==> src/rtl/button_conditioner.sv <==
// ---------------------------------------------------------------------------
// button_conditioner
//
// Front end for the clock's push buttons (mode, set, op1, op2). Each raw
// button level is synchronised, debounced, and turned into a one-cycle press
// strobe. Buttons enabled in REPEAT_MASK also emit auto-repeat strobes while
// held: the first after REPEAT_DELAY cycles, then one every REPEAT_PERIOD.
//
// Ports
//   clk        in   1        system clock, all logic on rising edge
//   reset      in   1        synchronous, active-high; clears all state
//   btn_in     in   NUM_BTN  raw asynchronous button levels, 1 = pressed
//   btn_level  out  NUM_BTN  debounced level, registered
//   btn_pulse  out  NUM_BTN  one-cycle press/repeat strobe, registered
//
// Bit order: bit0 = mode, bit1 = set, bit2 = op1, bit3 = op2.
// ---------------------------------------------------------------------------
module button_conditioner #(
    parameter int                 NUM_BTN         = 4,
    parameter int                 DEBOUNCE_CYCLES = 500000,
    parameter int                 REPEAT_DELAY    = 25000000,
    parameter int                 REPEAT_PERIOD   = 5000000,
    parameter logic [NUM_BTN-1:0] REPEAT_MASK     = 4'b1100,
    parameter int                 CNT_W           = 25
) (
    input  logic               clk,
    input  logic               reset,
    input  logic [NUM_BTN-1:0] btn_in,
    output logic [NUM_BTN-1:0] btn_level,
    output logic [NUM_BTN-1:0] btn_pulse
);

    localparam logic [CNT_W-1:0] DEB_LAST = CNT_W'(DEBOUNCE_CYCLES - 1);
    localparam logic [CNT_W-1:0] DLY_LAST = CNT_W'(REPEAT_DELAY - 1);
    localparam logic [CNT_W-1:0] PER_LAST = CNT_W'(REPEAT_PERIOD - 1);
    localparam logic [CNT_W-1:0] CNT_ONE  = CNT_W'(1);

    typedef enum logic [1:0] {
        IDLE   = 2'd0,
        HELD   = 2'd1,
        REPEAT = 2'd2
    } state_t;

    logic [NUM_BTN-1:0] sync_p0;
    logic [NUM_BTN-1:0] sync_p1;
    logic [CNT_W-1:0]   dcnt  [NUM_BTN];
    logic [CNT_W-1:0]   rcnt  [NUM_BTN];
    state_t             state [NUM_BTN];

    // Value btn_level takes on this edge. The FSMs key off it so the press
    // strobe lands on the same edge the debounced level rises, and a release
    // takes priority over a repeat terminal count on that edge.
    logic [NUM_BTN-1:0] level_nxt;

    always_comb begin
        level_nxt = btn_level;
        for (int i = 0; i < NUM_BTN; i++) begin
            if ((sync_p1[i] != btn_level[i]) && (dcnt[i] == DEB_LAST)) begin
                level_nxt[i] = sync_p1[i];
            end
        end
    end

    // ---- stage p0/p1: two-flop synchroniser ----
    always_ff @(posedge clk) begin
        if (reset) begin
            sync_p0 <= '0;
            sync_p1 <= '0;
        end else begin
            sync_p0 <= btn_in;
            sync_p1 <= sync_p0;
        end
    end

    // ---- stage p2: debounce ----
    // A sample that agrees with the current level restarts the count, so only
    // DEBOUNCE_CYCLES consecutive disagreeing samples flip the level.
    always_ff @(posedge clk) begin
        if (reset) begin
            btn_level <= '0;
            for (int i = 0; i < NUM_BTN; i++) begin
                dcnt[i] <= '0;
            end
        end else begin
            btn_level <= level_nxt;
            for (int i = 0; i < NUM_BTN; i++) begin
                if (sync_p1[i] == btn_level[i]) begin
                    dcnt[i] <= '0;
                end else if (dcnt[i] == DEB_LAST) begin
                    dcnt[i] <= '0;
                end else begin
                    dcnt[i] <= dcnt[i] + CNT_ONE;
                end
            end
        end
    end

    // ---- stage p3: press / auto-repeat FSMs ----
    // Repeat counters clear at their terminal count, so they never wrap.
    always_ff @(posedge clk) begin
        if (reset) begin
            btn_pulse <= '0;
            for (int i = 0; i < NUM_BTN; i++) begin
                state[i] <= IDLE;
                rcnt[i]  <= '0;
            end
        end else begin
            btn_pulse <= '0;
            for (int i = 0; i < NUM_BTN; i++) begin
                case (state[i])
                    IDLE: begin
                        if (level_nxt[i] && !btn_level[i]) begin
                            btn_pulse[i] <= 1'b1;
                            rcnt[i]      <= '0;
                            state[i]     <= HELD;
                        end
                    end
                    HELD: begin
                        if (!level_nxt[i]) begin
                            rcnt[i]  <= '0;
                            state[i] <= IDLE;
                        end else if (!REPEAT_MASK[i]) begin
                            rcnt[i] <= '0;
                        end else if (rcnt[i] == DLY_LAST) begin
                            btn_pulse[i] <= 1'b1;
                            rcnt[i]      <= '0;
                            state[i]     <= REPEAT;
                        end else begin
                            rcnt[i] <= rcnt[i] + CNT_ONE;
                        end
                    end
                    REPEAT: begin
                        if (!level_nxt[i]) begin
                            rcnt[i]  <= '0;
                            state[i] <= IDLE;
                        end else if (rcnt[i] == PER_LAST) begin
                            btn_pulse[i] <= 1'b1;
                            rcnt[i]      <= '0;
                        end else begin
                            rcnt[i] <= rcnt[i] + CNT_ONE;
                        end
                    end
                    default: begin
                        rcnt[i]  <= '0;
                        state[i] <= IDLE;
                    end
                endcase
            end
        end
    end

endmodule
==> config.mk <==
export PLATFORM = sky130hd
export DESIGN_NAME = button_conditioner
export DESIGN_NICKNAME = d
export VERILOG_FILES = /design/src/rtl/button_conditioner.sv
export SDC_FILE = /design/constraint.sdc
export NUM_CORES = 1
export LEC_CHECK = 0
export ABC_AREA = 0
export CORE_MARGIN = 3
export CORE_UTILIZATION = 50
export DETAILED_ROUTE_END_ITERATION = 8
export GPL_ROUTABILITY_DRIVEN = 1
export PLACE_DENSITY = 0.66
export SETUP_SLACK_MARGIN = 0.1
export SLEW_MARGIN = 20
export SYNTH_ARGS = -nofsm -noshare
export SYNTH_HDL_FRONTEND = slang
export SYNTH_SLANG_ARGS = --single-unit
==> constraint.sdc <==
create_clock -name clk -period 6.9 [get_ports clk]
set_input_delay 1.725 -clock clk [delete_from_list [all_inputs] [get_ports clk]]
set_output_delay 1.725 -clock clk [all_outputs]
set_load 0.02 [all_outputs]
Yosys cells after proc, flatten, opt, wreduce, memory -nomap -nowiden

Memories as Yosys holds them, arrays and structs flattened.
Index checks and enable logic that the tools add are counted.
W data, S select, Z words.

Bits in latches: 0
Output and inout bits: 8
Logic and storage cells: 359
Bits in read-only memories: 0
Memories: 3
Input port bits: 6
Register bits: 16
Memory bits (writable): 208

Add/subtract/negate cells: 8
$lt $le $gt $ge: 0
Shift operators: 0
Muxes and demuxes: 238
Reduce and logical (&&, ||, !) cells: 20
Bitwise operators: 60
Equality and inequality tests: 26
$mul: 0
Divide/modulo/power cells: 0

Memories:

| name  | words | width | read ports | clocked after Yosys merged registers in | wr ports | RTL line | RTL |
|---|---|---|---|---|---|---|---|
| dcnt  | 4     | 25    | 4          | 0                                       | 4        | 46       | `logic [CNT_W-1:0] dcnt [NUM_BTN];` |
| rcnt  | 4     | 25    | 4          | 0                                       | 4        | 47       | `logic [CNT_W-1:0] rcnt [NUM_BTN];` |
| state | 4     | 2     | 4          | 0                                       | 4        | 48       | `state_t state [NUM_BTN];` |

Operators with widths:

| operator                | count |
|---|---|
| $mux W25                | 42 |
| $add A25 B1 Y25 const B | 8 |
| $mux W1                 | 174 |
| $eq A25 B19 Y1 const B  | 4 |
| $eq A25 B23 Y1 const B  | 4 |
| $or A1 B1 Y1            | 60 |
| $eq A25 B25 Y1 const B  | 2 |
| $mux W2                 | 18 |
| $reduce_or A3 Y1        | 4 |
| $eq A2 B1 Y1 const B    | 4 |
| $eq A2 B2 Y1 const B    | 4 |
| $logic_and A1 B1 Y1     | 8 |
| $logic_not A2 Y1        | 4 |
| $pmux W1 S3             | 2 |
| $eq A1 B1 Y1            | 4 |
| $logic_not A1 Y1        | 4 |
| $ne A1 B1 Y1            | 4 |
| $pmux W1 S2             | 2 |

Depth between registers and ports, before layout

Gate-level depths: netlist of the first run.

Depth after elaboration: 16
Depth in mapped cells: 8
Gate-level depth less buffers: 7

Worst setup path after synthesis of the first run

No wires, ideal clock.

Path type: input -> register
Start point: input reset
End point: memory rcnt[3][0] (enable)
Arrival time: 2.621 ns
Data required time: 6.404 ns
Slack: 3.783 ns
Buffers on the path: 1
Library setup time: 0.496 ns
Stages: 3
Path through: clkbuf_1 -> nor2_1 -> nand3b_1

RTL lines:

| element     | RTL line | RTL |
|---|---|---|
| from (decl) | 27       | `input logic reset,` |
| to (decl)   | 47       |  |

==> results of run 1 <==
[worst max-delay path: cells and delay by family]
kind | cells | cell delay [ns]
simple gates | 3 | 0.96
buf+inv | 3 | 0.89
[power by group through the flow]
stage | registers (mW) | clock network, mW | logic, mW
2_1_floorplan | 1.25 | 0 | 0.0800
3_3_place_gp | 1.26 | 0 | 0.0924
3_5_place_dp | 1.26 | 0 | 0.0939
4_1_cts | 1.24 | 0.939 | 0.0949
5_1_grt | 1.25 | 0.976 | 0.111
6_report | 1.24 | 0.914 | 0.0956
[cells in the final DEF (no fill, tap or decap), types with 2 or more instances in the layout]
| cell | n |
|---|---|
| a31oi_1 | 7 |
| and2_1 | 5 |
| and3_1 | 23 |
| and4_1 | 17 |
| buf_4 | 2 |
| bufinv_16 | 2 |
| clkbuf_16 | 17 |
| clkdlybuf4s50_1 | 13 |
| clkinv_1 | 3 |
| clkinv_2 | 2 |
| clkinvlp_4 | 5 |
| conb_1 | 100 |
| dfxtp_1 | 16 |
| edfxtp_1 | 156 |
| ha_1 | 6 |
| inv_1 | 26 |
| mux2i_1 | 3 |
| nand2_1 | 45 |
| nand2b_1 | 2 |
| nand3_1 | 60 |
| nand3b_1 | 4 |
| nand4_1 | 43 |
| nand4b_1 | 2 |
| nor2_1 | 187 |
| nor2_2 | 10 |
| nor2b_1 | 10 |
| nor3_1 | 21 |
| nor3b_1 | 5 |
| nor4_1 | 24 |
| nor4_2 | 2 |
| nor4b_1 | 12 |
| nor4bb_1 | 2 |
| o21ai_0 | 4 |
| o311ai_0 | 2 |
| or3_1 | 7 |
| or4_1 | 4 |
| xnor2_1 | 67 |
| xor2_1 | 75 |
[sequential cells by signal, summed over array words and instances (netlist names)]
| register | flops |
|---|---|
| sync_p1 | 4 |
| btn_level | 4 |
| rcnt | 50 |
| state | 6 |
| dcnt | 100 |
| btn_pulse | 4 |
| sync_p0 | 4 |
[worst max path at each step]
stage / start / end / slack, ns / cells after the start
2_1_floorplan: reset / rcnt[3][0] / 3.78 / 3
3_3_place_gp: reset / rcnt[3][19] / 2.81 / 6
3_5_place_dp: reset / rcnt[3][22] / 2.75 / 6
4_1_cts: reset / rcnt[3][5] / 3.21 / 6
5_1_grt: reset / rcnt[2][23] / 3.19 / 6
6_report: reset / rcnt[2][19] / 3.34 / 6
[logic make-up after synthesis]
group | count (synthesis)
other | 1
XOR/XNOR | 142
buffers and inverters | 52
multiplexers | 3
flip-flops | 172
AO/OA/AOI/OAI | 24
adder cells (fa/ha/maj) | 6
AND/OR/NAND/NOR | 491
[metal layers]
metal / GRT usage / vias up / wire length [um]
met1: 0.2365 / 3047 / 8065
met4: 0.05103 / 0 / 184
met5: 0 / - / 0
met2: 0.2765 / 85 / 7591
li1: - / 3323 / -
met3: 0.04099 / 13 / 582
[layout make-up]
cell class | count | area, um2 | area share
Clock buffer | 18 | 429.2 | 0.04069
Inverter | 26 | 97.59 | 0.009254
Multi-Input combinational cell | 766 | 4436 | 0.4206
Tap cell | 229 | 286.5 | 0.02717
Clock inverter | 13 | 127.6 | 0.01210
Timing Repair Buffer | 17 | 165.2 | 0.01566
Sequential cell | 172 | 5005 | 0.4746
[synth_stat cells (2+ instances only)]
master / number
a31oi_1: 7
and2_1: 5
and3_1: 23
and4_1: 17
buf_2: 7
buf_6: 2
clkbuf_1: 16
dfxtp_1: 16
edfxtp_1: 156
ha_1: 6
inv_1: 26
mux2i_1: 3
nand2_1: 45
nand2b_1: 2
nand3_1: 60
nand3b_1: 4
nand4_1: 43
nand4b_1: 2
nor2_1: 187
nor2_2: 10
nor2b_1: 10
nor3_1: 22
nor3b_1: 5
nor4_1: 25
nor4b_1: 12
nor4bb_1: 2
o21ai_0: 4
o311ai_0: 2
or3_1: 7
or4_1: 4
xnor2_1: 67
xor2_1: 75
[stage by stage]
stage | power [mW] | cell area [um2] | hold WS, ns | utilization
after floorplan | 1.325 | 9659 | 0.4138 | -
after global placement | 1.353 | 9958 | 0.4177 | 0.5506
after detailed placement | 1.356 | 9973 | 0.4262 | 0.5514
after CTS | 2.274 | 10530 | 0.4405 | 0.5822
after global routing | 2.335 | 10550 | 0.4673 | 0.5831
final | 2.250 | 10550 | 0.4358 | 0.5831
==> flow_summary.toml, run 1 <==
[flow_run]
maxCapViolCount = 0

[layout]
layout-drive-gt1-share = 0.04842
nFillCells = 1585
antenna_cells = 0
layout.cells.non_filler = 1241
final_nets = 1012
syn2layout_area_growth_pct = 13.55

[power]
combPwrFrac = 0.042
power.share.switching = 0.2213
intPower_mw = 1.752
p_seq_frac = 0.551
power.density_nw_per_um2 = 213.4
clkPwrFrac = 0.406
p_leak_nw = 3.510
max-vdd-ir-drop_v = 0.0001811
switchingPower_mw = 0.4979

[logic_synthesis]
synth_top_family_by_area = "simple AND/OR/NAND/NOR gates"
synth_warnings = 0
synthXorXnorAreaFrac = 0.1339
synthTopCellsByArea = "edfxtp_1 50%, nor2_1 7.6%, xor2_1 7.1%"
synth_top_cell_by_area = "edfxtp_1"
ys_types = 51
yosys.area_share.adder = 0.008083
muxShareOfSynthArea = 0.003233
synth_seq_cells = 172
synthSimpleGateAreaFrac = 0.2701
synth-compound-area-share = 0.02061
syn-mean-instance-area_um2 = 10.42
yosysTopAreaCellShare = 0.5044
synth_area_um2 = 9288
synth_cells = 891
synth_ff_type = "edfxtp_1"
seq_area_frac_synth = 0.5389
synthArstFlopShare = 0
synth_edf_count = 156

[placed_design]
dp_hpwl_um = 11360
place_ws_ns = 2.747
place_inst = 1209
portBuffers = 13
gp_congestion = 0.8292

[timing]
skew_ns = 0.008097
hold_viol = 0
max_slew.worst_pin.slew_ns = 1.059
tns_ns = 0
fin_crit_sh = 0.5159
slew_headroom = 0.2921
fmax_mhz = 280.9
min_period_ns = 3.559
drv_slew = 0
setup_viol = 0
rsz0062_at_grt = "false"
setup_ws_ns = 3.341

[setup_path]
critPathRequiredTime_ns = 6.94
cp_common_cell = "nand2_1"
cp-start-kind = "input pin"
worstSetupPathType = "input pin to flop"
r2r_start = "dcnt[2][9]"
worstSetupEndpointType = "flop"
timing.rr.end = "rcnt[2][19]"
crit_slowest_cell = "nand2_1"
r2r_cells = 5
crit_chain = "clkdlybuf4s50_1, buf_4, inv_1, nand2_1, nor2_1, nand2_1"
critPathMaxFanout = 25
critPathArrivalTime_ns = 3.60
rrSetupSlack_ns = 3.81
max_stage_delay_ns = 0.78

[clock_network]
cts_tree = "done"
cts_buffer_depth = 2
cts_sinks = 172
postCtsHoldBufs = 0
clk-insertion-delay-late_ns = 0.42
path_clk_slew_ns = 0.06
cts_made_buffers = 17
htreeDepth = 4
root_buffer = "clkbuf_16"
post_cts_buffers = 0
cts-resized-gates = 0

[drt]
via_per_inst = 5.212
drt-initial-drc-count = 333
vias = 6468
wl_per_cell_um = 13.23
wl_um = 16420
first_pass_iters = 4
postRouteAntennaNets = 0
remaining_drc_errors = 0

[min_path]
holdPathStages = 1
hp-class = "flop to flop"
hold_end = "sync_p1[2]"
min_from = "sync_p0[2]"

[grt]
grt_start_max_net_pins = 26
grt_usage = 0.1729
antenna_found_initial = 0
grt_pass1_vias = 6150
grt_first_pass_wirelength_um = 28630
gr-total-overflow = 0

[run_status]
run_status = "complete, no violations"

[floorplanning]
fp.dieH_um = 142.3
io_pins = 14
initial_core_util = 0.5135
rows = 49
core_area_um2 = 18090
die_area_um2 = 20250
die_x_um = 142.3
No activity file was read; power rests on OpenSTA's default activity.
==> run 2: changes to the inputs <==
--- a/config.mk
+++ b/config.mk
@@ -10,7 +10,7 @@
 export CORE_UTILIZATION = 50
 export DETAILED_ROUTE_END_ITERATION = 8
 export GPL_ROUTABILITY_DRIVEN = 1
-export PLACE_DENSITY = 0.66
+export PLACE_DENSITY = 0.69
 export SETUP_SLACK_MARGIN = 0.1
 export SLEW_MARGIN = 20
 export SYNTH_ARGS = -nofsm -noshare
==> constraint.sdc (replaced) <==
create_clock -name clk -period 3.1 [get_ports clk]
set_input_delay 0.775 -clock clk [delete_from_list [all_inputs] [get_ports clk]]
set_output_delay 0.775 -clock clk [all_outputs]
set_load 0.02 [all_outputs]
==> flow_summary.toml, run 2 (synthesis results as in run 1) <==
[setup_path]
cp_common_cell = "nor4b_1"
crit_chain = "nor4b_1, nor4b_1, and2_1, or3_1, nor2_1"
worstSetupEndpointType = "flop"
crit_slowest_cell = "or3_1"
crit_start = "dcnt[2][9]"
rrSetupSlack_ns = 0.42
r2r_cells = 5
cp-start-kind = "flop"
cp_top_family = "simple AND/OR/NAND/NOR gates"
max_stage_delay_ns = 0.69
r2r_start = "dcnt[2][9]"
cp_num_cells = 5
critPathRequiredTime_ns = 3.23
critPathArrivalTime_ns = 2.82
critPathMaxFanout = 25
worstSetupPathType = "flop to flop"
path_buf_inv = 0

[floorplanning]
die_area_um2 = 20250
core_area_um2 = 18090
io_pins = 14
rows = 49
fp.dieH_um = 142.3
die_x_um = 142.3
initial_core_util = 0.5135

[power]
max-vdd-ir-drop_v = 0.0003388
power_mw = 4.971
power.density_nw_per_um2 = 469.1
p_leak_nw = 3.555

[timing]
fmax_mhz = 372.5
tns_ns = 0
min_period_ns = 2.684
rsz0062_at_grt = "false"
hold_viol = 0
setup_viol = 0
drv_slew = 0
max_slew.worst_pin.slew_ns = 0.8888
skew_ns = 0.01566
fin_crit_sh = 0.8659
slew_headroom = 0.4074

[placed_design]
portBuffers = 13
dp_hpwl_um = 11570
gp_congestion = 0.7761

[min_path]
hp-class = "flop to flop"
holdPathStages = 1
min_from = "sync_p0[3]"

[clock_network]
postCtsHoldBufs = 0
cts_buffer_depth = 2
cts-resized-gates = 0
htreeDepth = 4
cts_made_buffers = 17
post_cts_buffers = 0
path_clk_slew_ns = 0.06
root_buffer = "clkbuf_16"
cts_sinks = 172
clk-insertion-delay-late_ns = 0.42
cts_tree = "done"

[grt]
gr-total-overflow = 0
grt_pass1_vias = 6158
grt_start_max_net_pins = 26
grt_usage = 0.1707
antenna_found_initial = 0
grt_first_pass_wirelength_um = 28560

[drt]
vias = 6528
wl_per_cell_um = 13.36
drt-initial-drc-count = 332
first_pass_iters = 5
postRouteAntennaNets = 0
via_per_inst = 5.214
wl_um = 16730
remaining_drc_errors = 0

[run_status]
run_status = "complete, no violations"

[flow_run]
maxCapViolCount = 0

[layout]
layout_common_cells = "187 x nor2_1, 156 x edfxtp_1, 100 x conb_1"
largest_register_ffs = 100
layout-drive-gt1-share = 0.05670
nFillCells = 1531
final_nets = 1022
layout_commonest_cell = "nor2_1"
regMostFlops = "dcnt"
syn2layout_area_growth_pct = 14.11
antenna_cells = 0
reg_top3 = "dcnt (100), rcnt (50), state (6)"
[run 2: area by class of cell]
type	instances	area, um2	share of cell area
Tap cell	229	286.5	0.02704
Inverter	26	97.59	0.009209
Timing Repair Buffer	27	235.2	0.02220
Clock buffer	22	454.2	0.04286
Clock inverter	10	95.09	0.008973
Multi-Input combinational cell	766	4424	0.4175
Sequential cell	172	5005	0.4723
[run 2: layer usage]
| metal | wire, um | vias up | GRT usage |
|---|---|---|---|
| met4 | 133 | 0 | 0.04402 |
| met3 | 611 | 12 | 0.04267 |
| li1 | - | 3341 | - |
| met2 | 7901 | 92 | 0.2800 |
| met5 | 0 | - | 0 |
| met1 | 8080 | 3083 | 0.2286 |
[run 2: final timing paths]
kind | to
min | sync_p1[3]
max | dcnt[2][10]
min reg2reg | sync_p1[3]
max reg2reg | dcnt[2][10]
[run 2: stage by stage]
stage | cells | hold WS (ns) | utilization | worst slack [ns] | cell area [um2]
6_report | 1252 | 0.4411 | 0.5860 | 0.4156 | 10600
5_1_grt | 1252 | 0.4678 | 0.5860 | 0.1521 | 10600
4_1_cts | 1252 | 0.4474 | 0.5860 | 0.3051 | 10600
3_5_place_dp | 1220 | 0.4242 | 0.5556 | 0.2491 | 10050
3_3_place_gp | 1220 | 0.4169 | 0.5556 | 0.3078 | 10050
2_1_floorplan | 990 | 0.4138 | - | 0.6800 | 9659
[run 2: report_power, final]
part           internal, mW  total, mW  switching (mW)
logic                0.0944      0.215           0.120
clock network          1.13       2.00           0.868
registers              2.64       2.76           0.124
total                  3.86       4.97            1.11
